--- config.mk ---
export PLATFORM = sky130hd
export DESIGN_NAME = button_debouncer
export DESIGN_NICKNAME = d
export VERILOG_FILES = /design/src/rtl/button_debouncer.sv
export SDC_FILE = /design/constraint.sdc
export NUM_CORES = 1
export LEC_CHECK = 0
export CORE_MARGIN = 1
export CORE_UTILIZATION = 55
export DETAILED_ROUTE_END_ITERATION = 8
export DONT_BUFFER_PORTS = 1
export PLACE_DENSITY = 0.73
export SYNTH_ARGS = -nofsm -noshare
export SYNTH_HDL_FRONTEND = slang
export SYNTH_SLANG_ARGS = --single-unit
--- constraint.sdc ---
create_clock -name clk -period 2.4 [get_ports clk]
set_clock_uncertainty 0.15 [all_clocks]
set_input_delay 0.24 -clock clk [delete_from_list [all_inputs] [get_ports clk]]
set_output_delay 0.24 -clock clk [all_outputs]
set_load 0.005 [all_outputs]
--- src/rtl/button_debouncer.sv ---
// Push-button conditioner: synchronizes a raw, bouncing pin, debounces it with a
// stability counter, and emits level, press/release/long-press pulses and a press count.
module button_debouncer #(
    parameter int SYNC_STAGES       = 2,
    parameter int DEBOUNCE_CYCLES   = 12000,
    parameter int LONG_PRESS_CYCLES = 12000000,
    parameter bit ACTIVE_LOW        = 1'b1
) (
    input  logic       clk,
    input  logic       rst,
    input  logic       btnIn,
    output logic       pressed,
    output logic       pressEvent,
    output logic       releaseEvent,
    output logic       longPress,
    output logic [7:0] pressCount
);
    localparam int CW = $clog2(DEBOUNCE_CYCLES + 1);
    localparam int LW = $clog2(LONG_PRESS_CYCLES + 1);
    localparam logic [CW-1:0] CNT_LAST = CW'(DEBOUNCE_CYCLES - 1);
    localparam logic [LW-1:0] LP_MAX   = LW'(LONG_PRESS_CYCLES);
    localparam logic [LW-1:0] LP_LAST  = LW'(LONG_PRESS_CYCLES - 1);

    typedef enum logic [1:0] {IDLE, PRESS_PEND, HELD, RELEASE_PEND} state_t;

    state_t                 state, state_n;
    logic [SYNC_STAGES-1:0] sync;
    logic [CW-1:0]          cnt, cnt_n;
    logic [LW-1:0]          lp_cnt, lp_n;
    logic                   s;
    logic                   lp_inc;
    logic                   pressed_n, press_ev_n, release_ev_n, long_ev_n;
    logic [7:0]             count_n;

    // sync[0] is the first flop; the pipeline rests at the released pin level
    always_ff @(posedge clk) begin
        if (rst) sync <= {SYNC_STAGES{ACTIVE_LOW}};
        else     sync <= {sync[SYNC_STAGES-2:0], btnIn};
    end

    assign s = sync[SYNC_STAGES-1] ^ ACTIVE_LOW;

    always_comb begin
        state_n      = state;
        cnt_n        = cnt;
        lp_n         = lp_cnt;
        lp_inc       = 1'b0;
        pressed_n    = pressed;
        press_ev_n   = 1'b0;
        release_ev_n = 1'b0;
        long_ev_n    = 1'b0;
        count_n      = pressCount;
        case (state)
            IDLE: begin
                if (s) begin
                    state_n = PRESS_PEND;
                    cnt_n   = CW'(1);
                end
            end
            PRESS_PEND: begin
                if (!s) begin
                    state_n = IDLE;
                    cnt_n   = '0;
                end else if (cnt == CNT_LAST) begin
                    state_n    = HELD;
                    cnt_n      = '0;
                    pressed_n  = 1'b1;
                    press_ev_n = 1'b1;
                    count_n    = pressCount + 8'd1;
                    lp_n       = '0;
                end else begin
                    cnt_n = cnt + CW'(1);
                end
            end
            HELD: begin
                if (!s) begin
                    state_n = RELEASE_PEND;
                    cnt_n   = CW'(1);
                end else begin
                    lp_inc = 1'b1;
                end
            end
            RELEASE_PEND: begin
                // hold time keeps accumulating across a tentative release
                lp_inc = 1'b1;
                if (s) begin
                    state_n = HELD;
                    cnt_n   = '0;
                end else if (cnt == CNT_LAST) begin
                    state_n      = IDLE;
                    cnt_n        = '0;
                    pressed_n    = 1'b0;
                    release_ev_n = 1'b1;
                end else begin
                    cnt_n = cnt + CW'(1);
                end
            end
            default: state_n = IDLE;
        endcase
        if (lp_inc && lp_cnt != LP_MAX) begin
            lp_n      = lp_cnt + LW'(1);
            long_ev_n = (lp_cnt == LP_LAST);
        end
    end

    always_ff @(posedge clk) begin
        if (rst) begin
            state        <= IDLE;
            cnt          <= '0;
            lp_cnt       <= '0;
            pressed      <= 1'b0;
            pressEvent   <= 1'b0;
            releaseEvent <= 1'b0;
            longPress    <= 1'b0;
            pressCount   <= '0;
        end else begin
            state        <= state_n;
            cnt          <= cnt_n;
            lp_cnt       <= lp_n;
            pressed      <= pressed_n;
            pressEvent   <= press_ev_n;
            releaseEvent <= release_ev_n;
            longPress    <= long_ev_n;
            pressCount   <= count_n;
        end
    end
endmodule

==> results.toml <==
[min_path]
min_from = "rst"
hold_path_depth = 3
hold_path.class = "input port to register"
min_to = "cnt[3]"

[clocking]
cts_root_buf = "clkbuf_8"
path_clk_slew_ns = 0.10
clock_sinks = 54
numCtsBuffers = 5
postCtsSetupBuffers = 0
htreeDepth = 2
tritoncts = "yes"
clock_latency_ns = 0.30
clock_path_buffers = 2

[pwr]
p_leak_uw = 0.000975
power_density_nw_per_um2 = 511
vdd_drop_max_mv = 0.316

[worst_setup_path]
r2r_slack_ns = 0.13
crit_fanout = 15
timing.critical_path.buf_inv = 1
critPathCaptureType = "register"
start_kind = "register"
path_class = "register to register"
timing.rr.end = "lp_cnt[11]"
crit_family = "simple AND/OR/NAND/NOR gates"
r2r_start = "cnt[5]"
cpMaxStageDelayCell = "or4b_4"
worstPathRequired_ns = 2.45
crit_arrival_ns = 2.32
slowest_delay_ns = 0.56
crit_chain = "or4b_4 -> nor4_2 -> buf_12 -> a21oi_1 -> a311o_1"
path_depth = 5
r2r_cells = 5

[grt]
grt_max_degree = 37
met3_usage_pct = 4.27
overflow = 0
use_met1_pct = 35.7
grt_usage_pct = 24.6
busiest_layer = "met2"
use_met2_pct = 36.9
grt_pass1_wl_mm = 9.94
grt_pass1_vias = 2150
antenna_found_initial = 0

[floorplan]
dieWidth_um = 71.1
io_pins = 15
core_area_sq_um = 4470
die_h_um = 71.1
dieArea_sq_um = 5050
row_count = 24
start_util_pct = 58.7

[synthesis]
synth-edff-count = 0
synth_seq_cells = 54
synth_cell_types = 53
ys_seq_area_share_pct = 41.2
synth_nets = 323
synth.cell_area_sq_um = 2630
ys_warn_count = 0
synthArstFlopShare_pct = 0
avgSynthCellArea_sq_um = 8.31
netlist_instances = 316
synthFlopType = "dfxtp_1"

[sta]
setup-tns-final_ns = 0
fmax_mhz = 440
slew_viol_final = 0
finalCritPeriodShare_pct = 94.7
hold_violations = 0
setup_viol = 0
rsz0062_at_grt = "no"
setup_slack_ns = 0.126
min_period_ns = 2.27
slew_headroom_pct = 48.6
worst_slew_pin_slew_ns = 0.771

[layout]
seqCellArea_sq_um = 1080
syn2layout_area_growth_pct = 9.82
nFillCells = 385
multi_input_area_sq_um = 1440
finalNonFillerCells = 380
drive_above_1_share_pct = 11.3
antenna_cells = 0
fin_area_sq_um = 2880
final_net_count = 334

[job]
maxCapViolCount = 0

[route]
routedWlPerCell_um = 15.2
final_antenna_net_count = 0
routed_wl_mm = 5.78
firstDrtPassIters = 7
dr.first_iter.drc_count = 203
drc = 3
via_per_inst = 6.26
vias = 2378

[placed_design]
port_buffers = 0
gp_congestion = 0.863
place_ws_ns = 0.144
placed_cells = 370
place_hpwl_mm = 3.99
placed_area_sq_um = 2760

[run_status]
violations = "design-rule violations"
status = "complete, but fails checks"
## power breakdown
group	total, uW	switching [uW]	internal [uW]	leakage [uW]
combinational	45.8	29.2	16.6	0.000492
sequential	904	4.70	900	0.000436
clock	523	291	233	0.0000472
## cells by family after synthesis
| family | share of synthesized area [%] |
|---|---|
| DFF | 41.2 |
| buffers and inverters | 3.91 |
| and+or+nand+nor | 32.3 |
| adders and majority gates | 1.91 |
| muxes | 2.29 |
| xor gates and xnor gates | 3.00 |
| AOI/OAI and AO/OA | 15.4 |
## Yosys cell counts, drive strengths merged, types with 2 or more instances
| cell | count | area (sq um) |
|---|---|---|
| dfxtp | 54 | 1080 |
| nand2 | 32 | 120 |
| a21oi | 26 | 130 |
| nand3 | 25 | 125 |
| nor2 | 21 | 78.8 |
| nand4 | 12 | 75.1 |
| a31oi | 9 | 56.3 |
| clkbuf | 9 | 33.8 |
| nor3 | 9 | 50.1 |
| nor4 | 9 | 62.6 |
| or3 | 9 | 56.3 |
| inv | 8 | 30.0 |
| o21ai | 8 | 40.0 |
| or2 | 8 | 50.1 |
| and3 | 6 | 37.5 |
| buf | 6 | 38.8 |
| mux2i | 6 | 60.1 |
| or4 | 6 | 48.8 |
| xnor2 | 6 | 52.6 |
| nand2b | 5 | 31.3 |
| o211ai | 5 | 37.5 |
| ha | 4 | 50.1 |
| o31ai | 4 | 30.0 |
| and2 | 3 | 18.8 |
| xor2 | 3 | 26.3 |
| a21o | 2 | 15.0 |
| nor2b | 2 | 12.5 |
| nor4b | 2 | 23.8 |
| or4b | 2 | 23.8 |
## layout make-up
class	count	share of cell area (%)
clock buffer	6	2.86
clock inverter	2	0.434
inverter	8	1.04
multi-input combinational	239	50.0
sequential	54	37.5
tap	52	2.26
timing repair buffer	19	5.90
## layout by cell type (no fill, tap or decap), drive strengths merged, types with 6 or more instances in the layout
cell	count
nand4	12
a21oi	26
nand3	25
nor4	9
dfxtp	54
buf	18
and3	6
nor3	9
nor2	21
clkbuf	6
a31oi	9
mux2i	6
or4	6
inv	8
or3	9
nand2	32
or2	8
xnor2	6
o21ai	8
## worst reg2reg max path: stages, from the launching register on
cell and delay [ns]:
dfxtp_1 0.36, or4b_4 0.56, nor4_2 0.28, buf_12 0.19, a21oi_1 0.24, a311o_1 0.39
## registers in the layout, indices dropped and copies added (netlist names), named ones only
register,count
longPress,1
sync,2
lp_cnt,24
state,1
pressEvent,1
releaseEvent,1
pressCount,8
pressed,1
cnt,14
## how the worst max path moves through the flow
stage          startpoint       endpoint  slack, ns
2_1_floorplan      cnt[8]  pressCount[7]       0.25
3_3_place_gp       cnt[5]  pressCount[0]       0.23
3_5_place_dp       cnt[5]     lp_cnt[11]       0.14
4_1_cts            cnt[5]     lp_cnt[11]       0.14
5_1_grt        lp_cnt[19]     lp_cnt[11]       0.02
6_report           cnt[5]     lp_cnt[11]       0.13
## metal layers
layer | share of wire [%] | up-vias | wire [um]
met1 | 51 | 1109 | 2930
met5 | 0 | - | 0
met2 | 43 | 75 | 2460
li1 | - | 1183 | -
met3 | 5.2 | 11 | 303
met4 | 1.5 | 0 | 89
## timing repair
action | CTS | global route
hold buffers | 2 | 0
endpoints found under the hold margin | 36 | 0
gates resized for setup | 0 | 0
## per-stage QoR
step / power, uW / util [%] / hold WS, ns
after floorplan: 955 / - / 0.194
after global placement: 955 / 61.6 / 0.163
after detailed placement: 957 / 61.6 / 0.166
after CTS: 1490 / 64.4 / 0.0155
after global routing: 1540 / 64.4 / 0.00931
final: 1470 / 64.4 / 0.0260
Note: power is estimated with default switching activity, not from simulation.
